==> src/rtl/sonic_tx_status_rr_arbiter.sv <==
// Round-robin merge of NUM_IN single-beat TX status streams into one
// registered Avalon-ST status stream, tagged with the winning channel.
// The arbiter is work-conserving. The output stage holds its beat under
// backpressure. A 16-bit counter tracks completed output transfers.
module sonic_tx_status_rr_arbiter #(
  parameter int NUM_IN = 4,
  parameter int DATA_W = 40,
  parameter int ERR_W  = 7,
  parameter int CH_W   = 2
) (
  input  logic                       clk,
  input  logic                       reset,
  input  logic [NUM_IN-1:0]          in_valid,
  input  logic [NUM_IN*DATA_W-1:0]   in_data,
  input  logic [NUM_IN*ERR_W-1:0]    in_error,
  output logic [NUM_IN-1:0]          in_ready,
  output logic                       out_valid,
  output logic [DATA_W-1:0]          out_data,
  output logic [ERR_W-1:0]           out_error,
  output logic [CH_W-1:0]            out_channel,
  input  logic                       out_ready,
  output logic [15:0]                xfer_count
);

  // The pointer starts on the last source, so source 0 is scanned first
  localparam logic [CH_W-1:0] LastGrantInit = CH_W'(NUM_IN - 1);

  logic              r_outValid;
  logic [DATA_W-1:0] r_outData;
  logic [ERR_W-1:0]  r_outError;
  logic [CH_W-1:0]   r_outChannel;
  logic [CH_W-1:0]   r_lastGrant;
  logic [15:0]       r_xferCount;

  logic              w_loadEn;
  logic              w_anyGrant;
  logic [NUM_IN-1:0] w_grant;
  logic [CH_W-1:0]   w_winner;
  logic [DATA_W-1:0] w_winData;
  logic [ERR_W-1:0]  w_winError;

  // The output register can take a new beat when it is empty or being drained
  assign w_loadEn = ~r_outValid | out_ready;

  // Scan sources from the one after the last winner, wrapping; first valid wins
  always_comb begin
    w_grant    = '0;
    w_winner   = '0;
    w_anyGrant = 1'b0;
    for (int k = 1; k <= NUM_IN; k++) begin
      for (int i = 0; i < NUM_IN; i++) begin
        if (!w_anyGrant && in_valid[i] &&
            (i == ((int'(r_lastGrant) + k) % NUM_IN))) begin
          w_anyGrant = 1'b1;
          w_grant[i] = 1'b1;
          w_winner   = CH_W'(i);
        end
      end
    end
  end

  // Select the winner's payload using the one-hot grant
  always_comb begin
    w_winData  = '0;
    w_winError = '0;
    for (int i = 0; i < NUM_IN; i++) begin
      if (w_grant[i]) begin
        w_winData  = in_data[i*DATA_W +: DATA_W];
        w_winError = in_error[i*ERR_W +: ERR_W];
      end
    end
  end

  // Only the granted source sees ready, and only when the output can load
  assign in_ready = w_grant & {NUM_IN{w_loadEn}};

  // The output stage captures the winner, or empties when nothing is requesting
  always_ff @(posedge clk or posedge reset) begin
    if (reset) begin
      r_outValid   <= 1'b0;
      r_outData    <= '0;
      r_outError   <= '0;
      r_outChannel <= '0;
      r_lastGrant  <= LastGrantInit;
    end else if (w_loadEn) begin
      r_outValid <= w_anyGrant;
      if (w_anyGrant) begin
        r_outData    <= w_winData;
        r_outError   <= w_winError;
        r_outChannel <= w_winner;
        r_lastGrant  <= w_winner;
      end
    end
  end

  // Count beats leaving the output stage; wraps naturally at 16 bits
  always_ff @(posedge clk or posedge reset) begin
    if (reset) begin
      r_xferCount <= '0;
    end else if (r_outValid && out_ready) begin
      r_xferCount <= r_xferCount + 16'd1;
    end
  end

  assign out_valid   = r_outValid;
  assign out_data    = r_outData;
  assign out_error   = r_outError;
  assign out_channel = r_outChannel;
  assign xfer_count  = r_xferCount;

endmodule

==> config.mk <==
export PLATFORM = sky130hd
export DESIGN_NAME = sonic_tx_status_rr_arbiter
export DESIGN_NICKNAME = d
export VERILOG_FILES = /design/src/rtl/sonic_tx_status_rr_arbiter.sv
export SDC_FILE = /design/constraint.sdc
export NUM_CORES = 1
export LEC_CHECK = 0
export ABC_CLOCK_PERIOD_IN_PS = 3050
export BUFFER_PORTS_ARGS = -buffer_cell sky130_fd_sc_hd__buf_4
export CORE_ASPECT_RATIO = 0.7
export CORE_MARGIN = 2
export CORE_UTILIZATION = 40
export CTS_CLUSTER_SIZE = 14
export DETAILED_ROUTE_END_ITERATION = 12
export GPL_ROUTABILITY_DRIVEN = 0
export GPL_TIMING_DRIVEN = 0
export PLACE_DENSITY = 0.75
export SYNTH_ARGS = -nofsm -noshare
export SYNTH_HDL_FRONTEND = slang
export SYNTH_SLANG_ARGS = --single-unit
==> constraint.sdc <==
create_clock -name clk -period 3.05 [get_ports clk]
set_input_delay 0.915 -clock clk [delete_from_list [all_inputs] [get_ports clk]]
set_output_delay 0.915 -clock clk [all_outputs]
set_load 0.1 [all_outputs]
==> metrics.cfg <==
[timing]
max_freq_ghz=0.336
fin_ws_ns=0.0774
hold_ws_ns=0.486
max_slew_margin_pct=42.4
drv_slew=0
hold_viol_final=0
setup-tns-final_ns=0
skew_ns=0.00514
min_period_ns=2.97
post-route-period-util_pct=97.5
finalSetupViolations=0
tightest_slew_ns=0.865

[route]
dr.pass1.iters=4
finalWirelength_mm=16.7
drc_errors=0
via_count=4961
wl_per_cell_um=18.7
viasPerCell=5.54
drt_iter0_markers=240
ant_nets=0

[flow_run]
cap_violations=0

[clocking]
root_buffer=clkbuf_16
htreeDepth=3
ctsHoldBuffers=0
path_clk_slew_ns=0.05
cts_max_path_buffers=2
clkSinkCount=68
cts_tree=built
cts_setup_buffers=0
clock_latency_ns=0.33
cts_buffers=9

[setup_path]
rr_startpoint=r_lastGrant[1]
arrival_ns=2.06
path_max_fanout=10
critPathRequiredTime_ns=2.13
cp-end-kind=output port
r2r-end=out_data[9]
reg2regPathDepth=8
critical_path_class=primary input to output port
reg2reg_slack_ns=1.03
critPathLaunchType=primary input

[placement]
port-buffer-count=262
pre_cts_slack_ns=-0.259
dp_hpwl_mm=12.9
placed_cells_incl_taps=882
postPlaceCellArea_um2=6530

[pwr]
p_leak_nw=3.09
p_int_mw=2.61
power.switching_mw=2.95
comb_power_share_pct=58.2
ir_drop_v=0.000482
swShare_pct=53.1
power_frac_seq_pct=23.1
pwr-share-clk_pct=18.7
powerDensity_nw_per_um2=808
totalPowerFinal_mw=5.56

[synthesis]
yosysWarnings=0
syn_inst=488
synth_flop_cell=dfrtp_1
yosysUniqueCellTypes=42
synth_edf_count=0
ys_seq_area_share_pct=39.2
ys_seq_elements=68
syn_area_um2=4350
async_reset_ff_share_pct=100
syn_nets=684
syn_avg_cell_area_um2=8.91

[floorplanning]
rows=31
die-area_um2=11700
io_pins=265
die_height_um=91.3
start_util_pct=41.5
die_w_um=129
core-area_um2=10500

[finish]
final_area_um2=6880
layout.cells.non_filler=896
antenna_cells=0
nFillCells=889
finalCoreUtilization_pct=65.7
drive_gt1_share_pct=46.5
fin_nets=955
area_delta_synth_final_pct=58.2

[min_path]
min_path_cells=2
hold_class=flop to flop
whs_endpoint=out_data[38]
hold_path_startpoint=out_data[38]

[global_route]
grt_pass1_vias=5046
top_usage_layer=met2
use_met3_pct=5.24
track_usage_pct=28.3
grt_pass1_wl_mm=25.9
grt_start_max_net_pins=69
met2_usage_pct=48.1
use_met1_pct=36.8
antenna_found_initial=0
grt_overflow=0

[run_status]
status=complete, no violations

==> cells in the final DEF, fill, tap and decap left out, types with 11 or more instances in the layout <==
cell         n
buf_4      271
dfrtp_1     66
nand2_1     59
nand3_1     52
o21ai_1     48
o2bb2ai_1   47
o21ai_0     46
a211oi_2    29
clkbuf_1    18
a211oi_1    18
nor2_1      13
xnor2_1     11
==> worst max-delay path by stage <==
stage,startpoint,end,slack [ns],cells after the start
after detailed placement,in_valid[0],in_ready[2],-0.26,7
after CTS,in_valid[2],in_ready[0],-0.001,7
after global routing,in_valid[1],in_ready[3],-0.02,7
after floorplan,in_valid[0],in_ready[3],0.02,6
after global placement,reset,out_data[25],-0.51,2
final,in_valid[1],in_ready[3],0.08,7
==> final cells by class <==
cell class	instances	area [um2]	area share [%]
Clock inverter	5	62.6	0.909
Tap cell	132	165	2.40
Buffer	49	309	4.49
Multi-Input combinational cell	366	2400	34.8
Sequential cell	68	1700	24.8
Clock buffer	11	233	3.38
Timing Repair Buffer	262	2000	29.0
Inverter	3	13.8	0.200
==> cells in the mapped netlist, types with 4 or more instances <==
cell	number	area [um2]
a211oi_1	18	135
a211oi_2	29	363
a21oi_1	4	20.0
buf_2	13	65.1
buf_4	13	97.6
buf_6	5	56.3
clkbuf_1	18	67.6
dfrtp_1	66	1650
nand2_1	59	221
nand3_1	53	265
nor2_1	15	56.3
o21ai_0	46	230
o21ai_1	48	240
o2bb2ai_1	47	412
xnor2_1	11	96.3
xor2_1	4	35.0
==> worst max-delay path, stage by stage <==
cell,delay (ns)
buf_4,0.15
nor2_1,0.11
nor2_1,0.07
o32a_1,0.32
buf_4,0.19
nor2_4,0.11
buf_12,0.18
==> cell families (layout without fill, tap and decap cells) <==
kind of cell,Yosys count,in the layout,synth area share (%)
AOI/OAI and AO/OA,202,202,34.4
adders and majority gates,1,1,0.288
buffers and inverters,54,330,7.02
and+or+nand+nor,147,147,15.8
muxes,1,1,0.259
DFF,68,68,39.2
xor gates and xnor gates,15,15,3.02
==> timing repair <==
item,CTS,global route
endpoints found under the setup margin,3,3
pin swaps,1,1
resized for setup,12,10
==> routing by layer <==
layer	wire [um]	up-vias
li1	-	2342
met1	7080	2378
met5	0	-
met4	283	0
met2	8180	219
met3	1170	22
==> flip-flops by register name, summed over array words and instances, names as in the netlist <==
register / flops
out_data: 40
xfer_count: 16
out_error: 7
out_channel: 2
r_lastGrant: 2
out_valid: 1
==> power groups by stage <==
stage | clock, mW | sequential [mW] | combinational [mW]
global route | 1.10 | 1.31 | 3.37
CTS | 1.05 | 1.28 | 3.23
detailed placement | 0 | 1.29 | 3.21
global placement | 0 | 1.28 | 3.17
floorplan | 0 | 2.83 | 0.822
finish | 1.04 | 1.28 | 3.24
(Power assumes the default switching activity.)
